==> src/rtl/seven_seg_capture.sv <==
// seven_seg_capture: samples a multiplexed 4-digit seven-segment bus, waits
// for each digit to settle, decodes it and hands out whole frames.
//
// Ports:
//   clk, rst       rising-edge clock, synchronous active-high reset
//   seven_segment  active-low segments {g,f,e,d,c,b,a}
//   dp             active-low decimal point
//   an             active-low anode enables, an[i]=0 selects digit i
//   out_digits     captured frame, digit i at [4i+3:4i]
//   out_dp         digit i had its decimal point lit
//   out_bad        digit i showed a pattern that is not a hex glyph
//   out_valid      frame available (held until out_ready)
//   out_ready      consumer accepts the frame
//   overrun        sticky: a frame completed while the output was blocked
//   stale          no anode activity for TIMEOUT cycles
module seven_seg_capture #(
    parameter int SETTLE  = 4,
    parameter int TIMEOUT = 100000
) (
    input  logic        clk,
    input  logic        rst,
    input  logic [6:0]  seven_segment,
    input  logic        dp,
    input  logic [3:0]  an,
    output logic [15:0] out_digits,
    output logic [3:0]  out_dp,
    output logic [3:0]  out_bad,
    output logic        out_valid,
    input  logic        out_ready,
    output logic        overrun,
    output logic        stale
);

    localparam int IW = $clog2(TIMEOUT + 1);
    localparam logic [7:0]    SET = 8'(SETTLE);
    localparam logic [IW-1:0] TO  = IW'(TIMEOUT);

    // registered sample and the sample before it
    logic [3:0] an_q;
    logic [3:0] an_p;
    logic [6:0] seg_q;
    logic [6:0] seg_p;
    logic       dp_q;
    logic       dp_p;

    logic [7:0]    cnt;
    logic [7:0]    cnt_nxt;
    logic [IW-1:0] idle;
    logic [IW-1:0] idle_nxt;

    logic [15:0] slot_digits;
    logic [3:0]  slot_dp;
    logic [3:0]  slot_bad;
    logic [3:0]  seen;
    logic [3:0]  seen_upd;

    logic       sample_ok;
    logic       same;
    logic       cap;
    logic [3:0] cap_bit;
    logic [4:0] dec;
    logic       complete;
    logic       load;
    logic       ovr_set;

    // returns {bad, nibble}; unknown glyphs decode to 0 with bad set
    function automatic logic [4:0] decode(input logic [6:0] s);
        logic [4:0] r;
        case (s)
            7'h40:   r = 5'h00;
            7'h79:   r = 5'h01;
            7'h24:   r = 5'h02;
            7'h30:   r = 5'h03;
            7'h19:   r = 5'h04;
            7'h12:   r = 5'h05;
            7'h02:   r = 5'h06;
            7'h78:   r = 5'h07;
            7'h00:   r = 5'h08;
            7'h10:   r = 5'h09;
            7'h08:   r = 5'h0A;
            7'h03:   r = 5'h0B;
            7'h46:   r = 5'h0C;
            7'h21:   r = 5'h0D;
            7'h06:   r = 5'h0E;
            7'h0E:   r = 5'h0F;
            default: r = 5'h10;
        endcase
        return r;
    endfunction

    always_comb begin
        sample_ok = 1'b0;
        case (an_q)
            4'b1110, 4'b1101, 4'b1011, 4'b0111: sample_ok = 1'b1;
            default:                            sample_ok = 1'b0;
        endcase

        same = ({an_q, seg_q, dp_q} == {an_p, seg_p, dp_p});

        cnt_nxt = cnt;
        if (!sample_ok) begin
            cnt_nxt = 8'd0;
        end else if (!same) begin
            cnt_nxt = 8'd1;
        end else if (cnt != SET) begin
            cnt_nxt = cnt + 8'd1;
        end

        // fires only on the step into SET, so once per dwell
        cap     = sample_ok && (cnt_nxt == SET) && (cnt != SET);
        cap_bit = cap ? ~an_q : 4'b0000;
        dec     = decode(seg_q);

        seen_upd = seen | cap_bit;
        complete = (seen == 4'hF);
        load     = complete && (!out_valid || out_ready);
        // a capture that leaves a full frame behind a blocked output
        ovr_set  = cap && (&seen_upd) && out_valid && !out_ready;

        idle_nxt = idle;
        if (an_q != an_p) begin
            idle_nxt = '0;
        end else if (idle != TO) begin
            idle_nxt = idle + IW'(1);
        end
    end

    always_ff @(posedge clk) begin
        if (rst) begin
            an_q        <= 4'hF;
            an_p        <= 4'hF;
            seg_q       <= '0;
            seg_p       <= '0;
            dp_q        <= 1'b0;
            dp_p        <= 1'b0;
            cnt         <= '0;
            idle        <= '0;
            slot_digits <= '0;
            slot_dp     <= '0;
            slot_bad    <= '0;
            seen        <= '0;
            out_digits  <= '0;
            out_dp      <= '0;
            out_bad     <= '0;
            out_valid   <= 1'b0;
            overrun     <= 1'b0;
            stale       <= 1'b0;
        end else begin
            an_q  <= an;
            seg_q <= seven_segment;
            dp_q  <= dp;
            an_p  <= an_q;
            seg_p <= seg_q;
            dp_p  <= dp_q;
            cnt   <= cnt_nxt;
            idle  <= idle_nxt;

            for (int i = 0; i < 4; i++) begin
                if (cap_bit[i]) begin
                    slot_digits[4*i +: 4] <= dec[3:0];
                    slot_dp[i]            <= ~dp_q;
                    slot_bad[i]           <= dec[4];
                end
            end

            seen <= (load ? 4'h0 : seen) | cap_bit;

            if (load) begin
                out_digits <= slot_digits;
                out_dp     <= slot_dp;
                out_bad    <= slot_bad;
                out_valid  <= 1'b1;
            end else if (out_valid && out_ready) begin
                out_valid <= 1'b0;
            end

            overrun <= overrun | ovr_set;

            if (idle_nxt == TO) begin
                stale <= 1'b1;
            end else if (cap) begin
                stale <= 1'b0;
            end
        end
    end

endmodule
==> config.mk <==
export PLATFORM = sky130hd
export DESIGN_NAME = seven_seg_capture
export DESIGN_NICKNAME = d
export VERILOG_FILES = /design/src/rtl/seven_seg_capture.sv
export SDC_FILE = /design/constraint.sdc
export NUM_CORES = 1
export LEC_CHECK = 0
export BUFFER_PORTS_ARGS = -buffer_cell sky130_fd_sc_hd__buf_2
export CAP_MARGIN = 10
export CORE_ASPECT_RATIO = 1.1
export CORE_MARGIN = 5
export CORE_UTILIZATION = 35
export CTS_BUF_LIST = sky130_fd_sc_hd__clkbuf_2 sky130_fd_sc_hd__clkbuf_4 sky130_fd_sc_hd__clkbuf_8
export DETAILED_ROUTE_END_ITERATION = 7
export PLACE_DENSITY = 0.51
export SKIP_CTS_REPAIR_TIMING = 1
export SLEW_MARGIN = 20
export SYNTH_ARGS = -nofsm -noshare
export SYNTH_HDL_FRONTEND = slang
export SYNTH_SLANG_ARGS = --single-unit
==> constraint.sdc <==
create_clock -name clk -period 5.15 [get_ports clk]
set_input_delay 1.03 -clock clk [delete_from_list [all_inputs] [get_ports clk]]
set_output_delay 1.03 -clock clk [all_outputs]
set_load 0.01 [all_outputs]
==> flow_summary.ini <==
[grt]
grt_pass1_vias = 3653
antenna_found_initial = 0
grt_max_degree = 59
grt_pass1_wl_um = 18300
grt_usage_pct = 14.1
gr-total-overflow = 0

[cells_and_area]
fin_area_um2 = 5180
drive_gt1_share_pct = 13.3
nets = 587
n_antenna_cell = 0
syn2layout_area_growth_pct = 10.1
final_common_cell = dfxtp_1
layout_common_cells = dfxtp_1, nand2_1, a21oi_1, buf_2, nor2_1
fillerInstances = 1394

[synth]
synth_edf_count = 0
synth_ff_type = dfxtp_1
synth_async_sr_flop_share_pct = 0
synth_area_leaders = dfxtp_1, nand2_1, xor2_1, a21oi_1, mux2i_1
ys_seq_area_share_pct = 44.2
synth_area_leader_cell = dfxtp_1
yosysWarnings = 0
yosysUniqueCellTypes = 55
syn_inst = 553
synth_area_um2 = 4710
syn_area_per_cell_um2 = 8.52
ys_ff_latch = 104
synth_top_area_share_pct = 44.2
syn_nets = 572

[setup_path]
cp_num_buf_inv = 0
slowest_delay_ns = 0.64
cp_top_family = simple AND/OR/NAND/NOR gates
worstPathCellList = xor2_1 > nor4_1 > o2111ai_1 > nor2_1 > a21oi_1 > a211oi_1
ff2ff_setup_slack_ns = 2.41
crit_path_end = slot_dp[2]
arrival_ns = 3.04
cp.required_ns = 5.45
crit_fanout = 13
regToRegEndpoint = slot_dp[2]
worst-path-stages = 6
critPathSlowestCell = nor4_1
cp-startpoint = seg_q[3]
crit_type = flip-flop to flip-flop
crit_path_end_kind = flip-flop
r2r-start = seg_q[3]
rr_worst_depth = 6
critPathLaunchType = flip-flop

[sta]
slew_viol_final = 0
min_period_ns = 2.74
final.setup.tns_ns = 0
clock_skew_ns = 0.0130
setup_viol = 0
rsz0062_at_grt = false
timing.fmax_mhz = 365
tightest_slew_ns = 0.874
maxSlewHeadroom_pct = 41.7
period_share_pct = 53.2
hold_viol = 0

[cts]
htree_num_levels = 3
clockBufferDepth = 2
clk_pin_slew_ns = 0.11
clk_latency_ns = 0.38
cts.sinks = 104
cts_buffers = 9
clockRootBuffer = clkbuf_8
cts_tree = built

[pwr]
irDropWorstVdd_mv = 0.111
switching_share_pct = 26.2
p_comb_share_pct = 5.2
seq_power_share_pct = 58.8
internal_power_uw = 1050
static-leakage-power_uw = 0.00196
p_clk_share_pct = 36.0
cellPowerDensity_nw_per_um2 = 273
switchingPower_uw = 371

[floorplanning]
coreArea_um2 = 13200
die_height_um = 132
die_w_um = 121
ios = 42
rows = 44
start_util_pct = 35.6
dieArea_um2 = 15900

[detailed_routing]
drtIter0Drc = 190
drtAntennaViolNets = 0
via_count = 3758
wirelength_um = 10800
drc = 0
wl_per_cell_um = 14.7
via_per_inst = 5.12
first_pass_iters = 6

[placement]
dp_hpwl_um = 7630
placed_cell_area_um2 = 4980
gp_congestion = 0.811
io_buffer_count = 41

[worst_hold_path]
worst_hold_path_type = flip-flop to flip-flop

[run_status]
status = finished clean

[job]
cap_violations = 0
-- per-stage QoR --
stage          cells  worst slack, ns  total power, uW  util [%]  hold slack (ns)
2_1_floorplan    553             2.75              904         -            0.431
3_3_place_gp     718             2.31              925      37.7            0.445
3_5_place_dp     718             2.30              926      37.7            0.447
4_1_cts          734             2.32             1440      39.2            0.464
5_1_grt          734             2.08             1490      39.2            0.479
6_report         734             2.41             1420      39.2            0.459
-- synthesized netlist by cell type (2+ instances only) --
cell / n
nor3_1: 19
o211a_1: 3
o2111ai_1: 2
nor3_4: 2
nor2b_1: 19
a211oi_1: 10
xor2_1: 25
and3_1: 4
nand2b_1: 22
nor3b_1: 2
nand2_1: 76
a32oi_1: 2
inv_1: 12
buf_1: 3
nand4_1: 9
mux2i_1: 19
ha_1: 4
buf_2: 5
dfxtp_1: 104
o21a_1: 2
a31oi_1: 5
clkbuf_1: 32
o22ai_1: 3
or3_1: 2
o21ai_0: 7
xnor2_1: 13
nand3_1: 17
or2_2: 8
a211o_1: 2
a21boi_0: 2
a21o_1: 2
a21oi_1: 43
nor2_1: 38
nor4_1: 8
nand4b_1: 4
o31ai_1: 2
and2_1: 3
-- power by group through the flow --
stage          sequential [uW]  clock (uW)  combinational [uW]
6_report                   833         510                73.2
5_1_grt                    836         566                83.6
4_1_cts                    833         532                75.0
3_5_place_dp               852           0                74.3
3_3_place_gp               851           0                74.3
2_1_floorplan              838           0                65.9
-- cells by family (layout without fill, tap and decap cells) --
logic type | Yosys count | in the layout | synth area share (%)
fa+ha+maj | 4 | 4 | 1.06
simple gates | 242 | 242 | 26.6
mux | 19 | 19 | 4.04
buf+inv | 52 | 72 | 4.28
xor+xnor | 38 | 38 | 7.07
compound gates | 94 | 94 | 12.7
flops | 104 | 104 | 44.2
-- sequential cells by signal (all words and copies together), names as in the netlist, 4 cells and up --
register	cells
out_bad	4
seg_q	7
an_p	4
slot_digits	16
slot_dp	4
out_digits	16
seen	4
cnt	8
slot_bad	4
seg_p	7
out_dp	4
idle	17
an_q	4
-- cell type report --
class                      count  area [um2]  area share [%]
timing repair buffer          44         228            4.39
inverter                      12        45.0           0.869
tap                          161         201            3.89
sequential                   104        2080            40.2
clock buffer                  10         138            2.66
multi-input combinational    397        2430            46.9
clock inverter                 6        61.3            1.18
-- tightest hold or removal path: stages, from the launching register on --
cell and delay (ns):
dfxtp_1 0.32, nand2_1 0.05, a21oi_1 0.05
-- how the worst min path moves through the flow --
stage	start	slack [ns]	endpoint	depth (start not counted)
after floorplan	slot_digits[6]	0.43	out_digits[6]	2
after global placement	out_bad[0]	0.44	out_bad[0]	2
after detailed placement	out_digits[9]	0.45	out_digits[9]	2
after CTS	out_bad[0]	0.46	out_bad[0]	2
after global routing	out_digits[9]	0.48	out_digits[9]	2
final	out_bad[0]	0.46	out_bad[0]	2
-- layer usage --
metal	track usage, %	up-vias	routed length (um)
met5	0	-	0
met4	5.29	0	193
met3	2.45	13	269
met2	23.5	50	5310
met1	18.1	1770	4980
li1	-	1925	-
Power figures use the tool's default switching activity.
